--- config.mk ---
export PLATFORM = sky130hd
export DESIGN_NAME = p_element
export DESIGN_NICKNAME = d
export VERILOG_FILES = /design/src/rtl/p_element.sv
export SDC_FILE = /design/constraint.sdc
export NUM_CORES = 1
export LEC_CHECK = 0
export CORE_MARGIN = 1.5
export CORE_UTILIZATION = 44
export CTS_CLUSTER_SIZE = 16
export DETAILED_ROUTE_END_ITERATION = 8
export SETUP_SLACK_MARGIN = 0.1
export SLEW_MARGIN = 20
export SYNTH_ARGS = -nofsm -noshare
export SYNTH_HDL_FRONTEND = slang
export SYNTH_SLANG_ARGS = --single-unit
--- constraint.sdc ---
create_clock -name clk -period 15.6 [get_ports clk]
set_input_delay 3.12 -clock clk [delete_from_list [all_inputs] [get_ports clk]]
set_output_delay 3.12 -clock clk [all_outputs]
set_load 0.05 [all_outputs]
--- src/rtl/p_element.sv ---
// Output-stationary systolic MAC tile: accumulates in_N*in_W every cycle
// and forwards both operands, registered, to the south and east.
module p_element #(
  parameter int DATA_W   = 16,
  parameter int ACC_W    = 32,
  parameter int SIGNED   = 0,
  parameter int SATURATE = 0
) (
  output logic [ACC_W-1:0]  out,
  output logic [DATA_W-1:0] out_S,
  output logic [DATA_W-1:0] out_E,
  input  logic [DATA_W-1:0] in_N,
  input  logic [DATA_W-1:0] in_W,
  input  logic              clk,
  input  logic              reset
);

  localparam int PW = 2 * DATA_W;

  localparam logic [ACC_W-1:0] U_MAX = '1;
  localparam logic [ACC_W-1:0] S_MAX = {1'b0, {(ACC_W-1){1'b1}}};
  localparam logic [ACC_W-1:0] S_MIN = {1'b1, {(ACC_W-1){1'b0}}};

  logic [ACC_W-1:0]  acc;
  logic [DATA_W-1:0] reg_s;
  logic [DATA_W-1:0] reg_e;

  logic signed [PW-1:0] prod_s;
  logic        [PW-1:0] prod_u;
  logic [ACC_W-1:0]     prod_ext;
  logic [ACC_W:0]       sum;
  logic                 ovf_u;
  logic                 ovf_s;
  logic [ACC_W-1:0]     acc_nx;

  always_comb begin
    prod_s   = $signed(in_N) * $signed(in_W);
    prod_u   = in_N * in_W;
    prod_ext = (SIGNED != 0) ? ACC_W'(prod_s) : ACC_W'(prod_u);
    sum      = {1'b0, acc} + {1'b0, prod_ext};
    ovf_u    = sum[ACC_W];
    // Signed overflow: addends agree in sign but the result does not.
    ovf_s    = (acc[ACC_W-1] == prod_ext[ACC_W-1]) &&
               (sum[ACC_W-1] != acc[ACC_W-1]);
    acc_nx   = sum[ACC_W-1:0];
    if (SATURATE != 0) begin
      if (SIGNED != 0) begin
        if (ovf_s) acc_nx = acc[ACC_W-1] ? S_MIN : S_MAX;
      end else begin
        if (ovf_u) acc_nx = U_MAX;
      end
    end
  end

  always_ff @(posedge clk) begin
    if (reset) begin
      acc   <= '0;
      reg_s <= '0;
      reg_e <= '0;
    end else begin
      acc   <= acc_nx;
      reg_s <= in_N;
      reg_e <= in_W;
    end
  end

  assign out   = acc;
  assign out_S = reg_s;
  assign out_E = reg_e;

endmodule

==> qor.yml <==
outcome: "complete, no violations"
grt_pass1_vias: 8634
hold_buffers: 0
nets: 1698
numPortBuffers: 97
fin_skew_ns: 0.00980
crit_buf_inv: 4
drt_first_pass_iters: 5
insertion_delay_ns: 0.36
yosysMostFrequentCell: "inv_1"
yosysSeqAreaShare_pct: 11.4
place_congestion: 0.866
crit_chain: "clkdlybuf4s50_1 > nand2_1 > fa_1 > fa_1 > inv_1 > fa_1 > fa_1 > inv_1 > fa_1 > fa_1 > inv_1 > ha_1 > a21oi_1 > o21ai_0 > a21o_1 > a31o_1 > a31oi_1 > mux2_1"
wl_um: 29200
cp_slowest_cell: "clkdlybuf4s50_1"
drtIter0Drc: 557
synth_ff_type: "dfxtp_1"
cap_violations: 0
avgViaCountPerCell: 4.98
syn_to_final_growth_pct: 13.4
nFillCells: 2366
netlist_area_um2: 11300
cts_tree: "done"
cts_resized: 0
crit_type: "input port to flip-flop"
core_area_um2: 25200
die_area_um2: 26600
slew_viol_final: 0
syn-num-nets: 1634
post_cts_buffers: 0
crit_fanout: 17
gr-total-overflow: 0
start_kind: "input port"
synth-async-reset-ratio_pct: 0
vias: 8342
synth.distinct_cells: 49
crit_family: "adder cells"
yosysWarningCount: 0
final_hold_viol_count: 0
required_ns: 15.85
worst_setup_path_end_kind: "flip-flop"
cp_common_cell: "fa_1"
critical-path-max-stage-delay_ns: 1.15
pre_cts_slack_ns: 5.95
clk_pin_slew_ns: 0.07
rr_worst_depth: 15
grt_max_degree: 71
synth_largest_area_cell: "fa_1"
crit_cells: 18
cts_buffers: 9
cp.arrival_ns: 9.62
tightest_slew_ns: 1.02
synth_top_area_share_pct: 40.0
min_path_type: "flip-flop to flip-flop"
finalSetupTns_ns: 0
cts_buffer_depth: 2
wl_per_cell_um: 17.5
fmax_mhz: 107
synth_common_cells: "inv_1, fa_1, nand2_1"
synth.area.top_cells: "fa_1, dfxtp_1, ha_1"
drive_gt1_share_pct: 1.78
die_h_um: 163
ant_nets: 0
synth_seq_cells: 64
rsz0062_at_grt: "false"
grt.total_usage_pct: 24.0
dp_hpwl_um: 22700
cts-root-buf: "clkbuf_16"
hold_depth: 2
clock_sinks: 64
floorplan.initialDensity_pct: 44.7
post-route-period-util_pct: 60.0
cts_max_level: 3
setup_viol: 0
grt_pass1_wl_um: 48200
finalCriticalPeriod_ns: 9.37
rows: 58
fin_ws_ns: 6.23
io_pins: 98
synth-edff-count: 0
chipWidth_um: 163
drcViolationCount: 0
antenna_found_initial: 0
antenna_cells: 0
synth_cells: 1276
avgSynthCellArea_um2: 8.82
maxSlewHeadroom_pct: 31.7
[kinds of logic after synthesis]
logic type,count (synthesis),share of synthesized area [%]
simple gates,393,17.2
buf+inv,373,12.5
fa+ha+maj,324,51.0
compound gates,98,5.97
flops,64,11.4
xor+xnor,20,1.56
mux,4,0.389
[registers in the layout, summed over array words and instances (netlist names)]
name,count
out_E,16
out,32
out_S,16
[tightest hold or removal path, cell delays in order (launching register included)]
cell     delay [ns]
dfxtp_1        0.34
ha_1           0.13
nor2b_1        0.10
[placed cells by master, fill, tap and decap left out, drive strengths merged, types with 13 or more instances in the layout]
cell type and n:
clkdlybuf4s50 96, nor2 36, and2 116, dfxtp 64
inv 328, nor3 13, nand2 166, a21o 14
a21oi 28, fa 225, nor2b 40, o21ai 17
xnor2 14, ha 99
[stage by stage]
step	hold WS (ns)	cell area, µm²	instances	util [%]
2_1_floorplan	0.941	11300	1276	-
3_3_place_gp	0.572	12500	1659	49.5
3_5_place_dp	0.600	12500	1659	49.5
4_1_cts	0.615	12800	1675	50.7
5_1_grt	0.638	12800	1675	50.7
6_report	0.607	12800	1675	50.7
[path summary, 6_finish.rpt]
kind	slack [ns]	startpoint	end
setup reg to reg	10.72	out[9]$_SDFF_PP0_	out[30]$_SDFF_PP0_
hold / removal	0.61	out[0]$_SDFF_PP0_	out[0]$_SDFF_PP0_
setup / recovery	6.23	in_N[9]	out[30]$_SDFF_PP0_
hold reg to reg	0.61	out[0]$_SDFF_PP0_	out[0]$_SDFF_PP0_
[area by class of cell]
class,instances,area (µm²),share of cell area [%]
tap,330,413,3.23
multi-input combinational,839,8570,67.1
inverter,327,1230,9.61
timing repair buffer,99,981,7.68
sequential,64,1280,10.0
clock inverter,7,71.3,0.558
clock buffer,9,225,1.76
[routing by layer]
metal,routed length [µm],share of wire [%],up-vias,global-route usage [%]
li1,-,-,3897,-
met2,12700,43,283,35.2
met4,376,1.3,0,5.34
met1,14200,49,4134,36.9
met5,0,0,-,0
met3,1930,6.6,28,3.90
Power is left out: the tool's default activity adds up to more than one toggle a clock period on the data nets, which glitch-free logic cannot reach.
